--- config.mk ---
export PLATFORM = sky130hd
export DESIGN_NAME = game_vga_render
export DESIGN_NICKNAME = d
export VERILOG_FILES = /design/src/rtl/game_vga_render.sv
export SDC_FILE = /design/constraint.sdc
export NUM_CORES = 1
export LEC_CHECK = 0
export BUFFER_PORTS_ARGS = -buffer_cell sky130_fd_sc_hd__buf_2
export CORE_UTILIZATION = 60
export DETAILED_ROUTE_END_ITERATION = 7
export PLACE_DENSITY = 0.79
export SKIP_LAST_GASP = 1
export SLEW_MARGIN = 20
export SYNTH_ARGS = -nofsm -noshare
export SYNTH_HDL_FRONTEND = slang
export SYNTH_SLANG_ARGS = --single-unit
export TNS_END_PERCENT = 20
--- constraint.sdc ---
create_clock -name clk -period 6.4 [get_ports clk]
set_input_delay 0.96 -clock clk [delete_from_list [all_inputs] [get_ports clk]]
set_output_delay 0.96 -clock clk [all_outputs]
set_load 0.005 [all_outputs]
--- src/rtl/game_vga_render.sv ---
// rtl/game_vga_render.sv - 640x480@60 VGA renderer for the bird/pipe game state
//
// Purpose: generates VGA timing from a pixel strobe, snapshots the game state
// once per frame at the start of vertical blanking (so a frame never tears),
// and draws sky, pipes and bird through a 2-stage pixel pipeline.
// Optional feature macro: SCORE_BAR_EN (score bar in rows 0..7).
//
// Ports:
//   clk, rst         system clock, synchronous active-high reset
//   pix_en           pixel strobe; every register advances only when high
//   bird_y [15:0]    [9:0] bird bottom y, [15] 1 = rising
//   pipe1..3 [19:0]  [19:10] pipe left x, [9:0] lower-pipe top y
//   score [3:0]      current score (used only with SCORE_BAR_EN)
//   fail             game over
//   hsync, vsync     active-low sync, aligned with the colour outputs
//   vga_r/g/b [3:0]  colour, 0 during blanking
//   frame_start      one-clk pulse when the snapshot is taken
module game_vga_render #(
   parameter int H_ACTIVE = 640,
   parameter int H_FP     = 16,
   parameter int H_SYNC   = 96,
   parameter int H_BP     = 48,
   parameter int V_ACTIVE = 480,
   parameter int V_FP     = 10,
   parameter int V_SYNC   = 2,
   parameter int V_BP     = 33,
   parameter int BIRD_X   = 100,
   parameter int BIRD_W   = 34,
   parameter int BIRD_H   = 24,
   parameter int PIPE_W   = 52,
   parameter int PIPE_GAP = 120
) (
   input  logic        clk,
   input  logic        rst,
   input  logic        pix_en,
   input  logic [15:0] bird_y,
   input  logic [19:0] pipe1,
   input  logic [19:0] pipe2,
   input  logic [19:0] pipe3,
   input  logic [3:0]  score,
   input  logic        fail,
   output logic        hsync,
   output logic        vsync,
   output logic [3:0]  vga_r,
   output logic [3:0]  vga_g,
   output logic [3:0]  vga_b,
   output logic        frame_start
);

   localparam logic [9:0]  H_LAST    = 10'(H_ACTIVE + H_FP + H_SYNC + H_BP - 1);
   localparam logic [9:0]  V_LAST    = 10'(V_ACTIVE + V_FP + V_SYNC + V_BP - 1);
   localparam logic [9:0]  H_ACT     = 10'(H_ACTIVE);
   localparam logic [9:0]  V_ACT     = 10'(V_ACTIVE);
   localparam logic [9:0]  HS_START  = 10'(H_ACTIVE + H_FP);
   localparam logic [9:0]  HS_END    = 10'(H_ACTIVE + H_FP + H_SYNC);
   localparam logic [9:0]  VS_START  = 10'(V_ACTIVE + V_FP);
   localparam logic [9:0]  VS_END    = 10'(V_ACTIVE + V_FP + V_SYNC);
   localparam logic [10:0] BX_LO     = 11'(BIRD_X);
   localparam logic [10:0] BX_HI     = 11'(BIRD_X + BIRD_W);
   localparam logic [10:0] BH_M1     = 11'(BIRD_H - 1);
   localparam logic [10:0] PW11      = 11'(PIPE_W);
   localparam logic [10:0] GAP11     = 11'(PIPE_GAP);

   // S0: position counters
   logic [9:0] hcnt_q, hcnt_d;
   logic [9:0] vcnt_q, vcnt_d;

   // frame snapshot of the game state
   logic [9:0]       by_q;
   logic             rise_q;
   logic             fail_q;
   logic [2:0][9:0]  px_q;
   logic [2:0][9:0]  py_q;
   logic [2:0][19:0] pipe_in;

   // S1: hit flags and sync for the pixel seen in S0
   logic s1_valid_q, s1_active_q, s1_hs_q, s1_vs_q;
   logic s1_bird_q, s1_pipe_q, s1_bar_q;

   // S2: output registers
   logic [11:0] rgb_q, rgb_d;
   logic        hsync_q, hsync_d;
   logic        vsync_q, vsync_d;
   logic        frame_start_q;

   logic        snap_take;
   logic        active0, hs0, vs0, bird_hit, pipe_hit, bar_hit;
   logic [10:0] h11, v11;

   assign pipe_in   = {pipe3, pipe2, pipe1};
   assign snap_take = pix_en && (hcnt_q == 10'd0) && (vcnt_q == V_ACT);
   assign h11       = {1'b0, hcnt_q};
   assign v11       = {1'b0, vcnt_q};

   always_comb begin
      hcnt_d = hcnt_q + 10'd1;
      vcnt_d = vcnt_q;
      if (hcnt_q == H_LAST) begin
         hcnt_d = 10'd0;
         vcnt_d = (vcnt_q == V_LAST) ? 10'd0 : vcnt_q + 10'd1;
      end
   end

   assign active0 = (hcnt_q < H_ACT) && (vcnt_q < V_ACT);
   assign hs0     = !((hcnt_q >= HS_START) && (hcnt_q < HS_END));
   assign vs0     = !((vcnt_q >= VS_START) && (vcnt_q < VS_END));

   // Bird spans rows [by-BIRD_H+1, by]; adding BIRD_H-1 to vcnt instead of
   // subtracting from by keeps the lower bound clamped at row 0.
   assign bird_hit = (h11 >= BX_LO) && (h11 < BX_HI) &&
                     (v11 + BH_M1 >= {1'b0, by_q}) && (v11 <= {1'b0, by_q});

   // Upper segment only exists when the opening fits above the lower pipe.
   always_comb begin
      pipe_hit = 1'b0;
      for (int k = 0; k < 3; k++) begin
         if ((h11 >= {1'b0, px_q[k]}) && (h11 < {1'b0, px_q[k]} + PW11) &&
             ((v11 >= {1'b0, py_q[k]}) ||
              (({1'b0, py_q[k]} >= GAP11) && (v11 < {1'b0, py_q[k]} - GAP11))))
            pipe_hit = 1'b1;
      end
   end

`ifdef SCORE_BAR_EN
   logic [3:0] score_q;
   logic       unused_bits;
   assign unused_bits = ^bird_y[14:10];
   assign bar_hit = (vcnt_q < 10'd8) && (hcnt_q >= 10'd8) &&
                    (h11 < 11'd8 + {3'b000, score_q, 4'b0000});
`else
   logic       unused_bits;
   assign unused_bits = ^{bird_y[14:10], score};
   assign bar_hit = 1'b0;
`endif

   // Snapshot registers are stable for the whole time S2 shows active pixels,
   // so reading fail/rise here instead of carrying them through S1 is safe.
   always_comb begin
      rgb_d = 12'h000;
      if (s1_valid_q && s1_active_q) begin
         if (s1_bird_q)      rgb_d = rise_q ? 12'hF80 : 12'hFF0;
         else if (s1_bar_q)  rgb_d = 12'hFFF;
         else if (s1_pipe_q) rgb_d = 12'h0A0;
         else                rgb_d = fail_q ? 12'h800 : 12'h4CF;
      end
      hsync_d = s1_valid_q ? s1_hs_q : 1'b1;
      vsync_d = s1_valid_q ? s1_vs_q : 1'b1;
   end

   always_ff @(posedge clk) begin
      if (rst) begin
         hcnt_q        <= '0;
         vcnt_q        <= '0;
         by_q          <= '0;
         rise_q        <= 1'b0;
         fail_q        <= 1'b0;
         px_q          <= '0;
         py_q          <= '0;
`ifdef SCORE_BAR_EN
         score_q       <= '0;
`endif
         s1_valid_q    <= 1'b0;
         s1_active_q   <= 1'b0;
         s1_hs_q       <= 1'b1;
         s1_vs_q       <= 1'b1;
         s1_bird_q     <= 1'b0;
         s1_pipe_q     <= 1'b0;
         s1_bar_q      <= 1'b0;
         rgb_q         <= '0;
         hsync_q       <= 1'b1;
         vsync_q       <= 1'b1;
         frame_start_q <= 1'b0;
      end else begin
         frame_start_q <= snap_take;
         if (snap_take) begin
            by_q   <= bird_y[9:0];
            rise_q <= bird_y[15];
            fail_q <= fail;
            for (int k = 0; k < 3; k++) begin
               px_q[k] <= pipe_in[k][19:10];
               py_q[k] <= pipe_in[k][9:0];
            end
`ifdef SCORE_BAR_EN
            score_q <= score;
`endif
         end
         if (pix_en) begin
            hcnt_q      <= hcnt_d;
            vcnt_q      <= vcnt_d;
            s1_valid_q  <= 1'b1;
            s1_active_q <= active0;
            s1_hs_q     <= hs0;
            s1_vs_q     <= vs0;
            s1_bird_q   <= bird_hit;
            s1_pipe_q   <= pipe_hit;
            s1_bar_q    <= bar_hit;
            rgb_q       <= rgb_d;
            hsync_q     <= hsync_d;
            vsync_q     <= vsync_d;
         end
      end
   end

   assign hsync       = hsync_q;
   assign vsync       = vsync_q;
   assign vga_r       = rgb_q[11:8];
   assign vga_g       = rgb_q[7:4];
   assign vga_b       = rgb_q[3:0];
   assign frame_start = frame_start_q;

endmodule

### Word-level counts from Yosys, hierarchy flattened

Cells that the tools add are included.

| storage, ports and cells | value |
|---|---|
| word-level logic and storage cells | 95 |
| input port bits | 84 |
| output and inout port bits | 15 |
| flip-flop bits (word level) | 113 |

| cells by class | value |
|---|---|
| reductions and logical operators | 25 |
| magnitude comparators | 25 |
| equal/unequal tests | 3 |
| mux-type cells | 12 |
| add/sub/neg operators | 9 |

Operators with widths:

| kind | count |
|---|---|
| 10-bit by 11-bit < comparator with 1-bit output | 6 |
| 10-bit greater-or-equal comparator | 6 |
| 12-bit 2-to-1 mux | 4 |
| 10-bit by 7-bit greater-or-equal comparator with 1-bit output (second input constant) | 4 |
| 10-bit by 6-bit adder with 11-bit output (second input constant) | 3 |
| 10-bit by 7-bit subtractor with 11-bit output (second input constant) | 3 |
| 10-bit by 1-bit adder with 10-bit output (second input constant) | 2 |
| 10-bit == test (second input constant) | 2 |
| 10-bit < comparator (second input constant) | 2 |
| 10-bit by 9-bit < comparator with 1-bit output (second input constant) | 2 |
| 10-bit 2-to-1 mux | 2 |
| 1-bit logical AND | 18 |
| 10-bit by 5-bit adder with 11-bit output (second input constant) | 1 |
| 11-bit by 10-bit greater-or-equal comparator with 1-bit output | 1 |
| 10-bit by 9-bit == test with 1-bit output (second input constant) | 1 |
| 10-bit greater-or-equal comparator (second input constant) | 1 |
| 10-bit by 9-bit greater-or-equal comparator with 1-bit output (second input constant) | 1 |
| 10-bit less-or-equal comparator | 1 |
| 10-bit zero test | 1 |
| 10-bit by 8-bit < comparator with 1-bit output (second input constant) | 1 |
| 7-bit 2-to-1 mux | 1 |
| 1-bit 2-to-1 mux | 5 |
| 1-bit logical OR | 3 |
| 1-bit zero test | 2 |
| 2-bit AND reduction | 1 |

### Longest topological paths before layout

| logic depth | value |
|---|---|
| word-level depth | 8 |
| depth in mapped cells | 12 |
| mapped depth without buffers | 12 |

### Worst setup path before layout

No wires, ideal clock.

| path | value |
|---|---|
| kind | register to register |
| start point | reg vcnt_q[0] |
| end point | reg s1_bird_q |
| path buffers | 0 |
| clock period less this slack | 2.386 ns |
| path slack | 4.014 ns |
| library setup time | 0.133 ns |
| arrival time | 2.253 ns |
| cell stages (with the launch flop) | 13 |
| required time | 6.267 ns |
| cell sequence | dfxtp_1 -> inv_1 -> ha_1 -> inv_1 -> o21ai_0 -> nand2b_1 -> nand4_1 -> xnor2_1 -> ha_1 -> and4_1 -> a211o_1 -> a31oi_1 -> a311oi_1 |

| between the ends | value |
|---|---|
| word-level cells in the longest chain between the ends | 4 |
| elaborated cells between the ends (all ways) | 5 |
| those cells by class | 1 x add/sub; 2 x order compare; 2 x reduce/logical |

RTL lines:

| item | RTL line | RTL |
|---|---|---|
| start: declaration | 66 | `logic [9:0] vcnt_q, vcnt_d;` |
| start signal: assignment | 189 | `vcnt_q <= vcnt_d;` |
| 10-bit by 5-bit adder with 11-bit output | 111 | `(v11 + BH_M1 >= {1'b0, by_q}) && (v11 <= {1'b0, by_q});` |
| 11-bit by 10-bit greater-or-equal comparator with 1-bit output | 111 |  |
| 1-bit logical AND | 110 | `assign bird_hit = (h11 >= BX_LO) && (h11 < BX_HI) &&` |
| 1-bit logical AND (*) | 111 |  |
| end signal: assignment | 194 | `s1_bird_q <= bird_hit;` |
| end: declaration | 78 | `logic s1_bird_q, s1_pipe_q, s1_bar_q;` |

Every way passes the cells marked *; elsewhere a longest branch is shown, timed or not.
A chain may end at the register's enable or synchronous reset.

### Worst setup path after layout

| path | value |
|---|---|
| start point | in pix_en |
| end point | reg px_q[24] (netlist name) |

| between the ends | value |
|---|---|
| word-level cells in the longest chain between the ends | 2 |

RTL lines:

| item | RTL line | RTL |
|---|---|---|
| start: declaration | 35 | `input logic pix_en,` |
| 1-bit logical AND (2 in series) | 91 | `assign snap_take = pix_en && (hcnt_q == 10'd0) && (vcnt_q == V_ACT);` |
| end signal: indexed assignment | 180 | `px_q[k] <= pipe_in[k][19:10];` |
| end: declaration | 72 | `logic [2:0][9:0] px_q;` |

No other way between the ends.

==> metrics <==
EDFF count, synth 0; Ys Warns 0; initial antenna violation count 0; filler cell count 1,135; hold depth 2; IO buf count 89; Clock Sinks 109; Most used DFF post-synth dfxtp_1; Post-Syn Area 7880 um2; CP arrival 3.47 ns; mux cell area share after synthesis 0.127%; diode count 0; FP Rows 41; final hold vios 0; post-synthesis adder-cell area fraction 21.6%; Nets 1,288; Die W 117 um; post-synth net total 1,225; vias in the first global route 6,498; Synth Area in XOR/XNOR 5.89%; fin cells 1,244; gpl congestion 0.909; Synth Area in Compound Gates 17.2%; Hold EP px_q[29]$_SDFFE_PP0P_; outcome finished, final reports clean; count of cell types in the netlist 65; simple-gate portion of the synthesized area 21.0%; total grt overflow 0; TritonRoute pass-1 iters 5; proportion of layout cells with a drive suffix above 1 11.5%; Reg2Reg Setup Slack 3.48 ns; die area 13,600 um2; ranking of synthesized cells by area dfxtp_1 28%, ha_1 22%, nand2_1 9.0%, a21oi_1 7.6%, xnor2_1 4.2%; area share of the largest cell type after synthesis 27.7%; final clock skew 0.00680 ns; Detail Placement HPWL 13,100 um; worst slew pin tran 1.01 ns; Max Slew Vio Count 0; vias 7,004; maximum buffer depth of the clock tree 2; final total power 1320 uW; Setup TNS 0 ns; synthesized flop and latch total 109; Iter 0 DRT Violations 387; Final ANT Viol Nets 0; CTS tree done; r2r endpoint px_q[24]$_SDFFE_PP0P_; DRC viols 0; power density cells 153 nW/um2; CTS buffer count 9; FF-to-FF path depth 6; largest net degree at the start of global routing 98; routed wire length 17,800 um; critical path required time 6.67 ns; CTS root buffer clkbuf_16; I/O pin count 99; WL per Instance 14.3 um; async set-reset flop share out of synthesis 0%; total global-route track usage 27.8%; Finished Cell Area 8680 um2; crit start category primary input; endpoints failing setup 0; Die H 117 um; placed instance area 8380 um2; Commonest cells post-synth 189 x nand2_1, 136 x ha_1, 120 x a21oi_1; post-synthesis sequential area ratio 27.7%; normalized max-slew margin 32.6%; area leader, netlist dfxtp_1; first-pass GRT wire length 29,800 um; core area 12,700 um2; Post-Synthesis Cells 1,005; Setup Buffers After CTS 0; CP Max Fanout 51; WS Path Type in -> reg; Hold Path Origin px_q[29]$_SDFFE_PP0P_; largest family of logic cells by synthesized area adder cells; CTS H-tree lvls 3; drt via density 5.63; top-count cell post-synth nand2_1; worst min path class reg -> reg; MaxCap Viol Count 0; Critical Path End Type flop; clk_lat worst skew 0.36 ns; RSZ-0062 raised after global routing no; dpl cells 1,229; clock-pin slew on the worst setup and hold paths 0.07 ns; CTS Hold Bufs 0; fin crit period 3.20 ns; leakage power 0.00357 uW; Layout area overhead 10.1%; maximum clock frequency 0.313 GHz; Critical path origin pix_en; mean post-synth cell area 7.84 um2; Final period util 50.0%; Post-CTS Resized 0; FF-to-FF Start vcnt_q[5]$_SDFFE_PP0P_; initial core utilization 61.9%; Peak VDD IR 184 uV
[area by class of cell]
cell class	instances	area, um2	share of cell area, %
well taps	172	215	2.48
flip-flops and latches	109	2180	25.1
multi-input cells	771	5190	59.8
clock buffers	10	239	2.75
clock inverters	5	60.1	0.692
repair buffers	93	475	5.48
inverters	84	315	3.63
[worst max-delay path, cell delays in order]
cell and delay (ns):
buf_2 0.30, inv_1 0.37, nor4_4 0.42, and4_2 0.58, buf_4 0.51, nand2_1 0.10, a21oi_1 0.18
[flip-flops by register name, summed over array words and instances, names as in the netlist]
signal       flops
hsync            1
rgb_q            8
px_q            30
hcnt_q          10
vsync            1
by_q            10
fail_q           1
rise_q           1
s1_active_q      1
s1_valid_q       1
s1_bird_q        1
s1_vs_q          1
py_q            30
frame_start      1
vcnt_q          10
s1_pipe_q        1
s1_hs_q          1
[power breakdown]
group,switching [uW],total (uW),internal (uW)
registers,5.28,687,681
logic,34.9,66.3,31.4
clock network,258,571,314
[cell usage in the layout (no fill, tap or decap), types with 14 or more instances in the layout]
cell      instances
o21ai_0          41
buf_2            89
dfxtp_1         109
xor2_1           15
inv_1            84
ha_1            136
nand2b_1         14
nand4_1          17
nand3_1          14
xnor2_1          38
a21oi_1         120
nand2_1         189
nor2_1           43
[worst max path at each step]
stage                                         to  slack, ns
final                      px_q[24]$_SDFFE_PP0P_       3.20
after global routing       px_q[25]$_SDFFE_PP0P_       2.97
after CTS                  px_q[21]$_SDFFE_PP0P_       3.20
after detailed placement   px_q[21]$_SDFFE_PP0P_       2.82
after global placement     px_q[18]$_SDFFE_PP0P_       2.83
after floorplan           s1_bird_q$_SDFFE_PP0P_       4.01
[per-layer routing]
layer | track usage [%] | vias up | share of wire [%]
li1 | - | 3627 | -
met2 | 49.0 | 141 | 48
met1 | 34.6 | 3213 | 47
met5 | 0 | - | 0
met4 | 7.68 | 0 | 1.4
met3 | 5.19 | 23 | 3.8
[kinds of logic (layout without fill, tap and decap cells)]
family          count (synthesis)  in the layout
buf+inv                       125            192
fa+ha+maj                     136            136
xor+xnor                       53             53
compound gates                231            231
flops                         109            109
mux                             1              1
simple gates                  350            350
[per-stage QoR]
step	utilization, %	worst slack [ns]	hold WS (ns)
finish	68.2	3.20	0.450
global route	68.2	2.97	0.463
CTS	68.2	3.20	0.455
detailed placement	65.9	2.82	0.445
global placement	65.9	2.83	0.440
floorplan	-	4.01	0.430
Note: power is estimated with default switching activity, not from simulation.
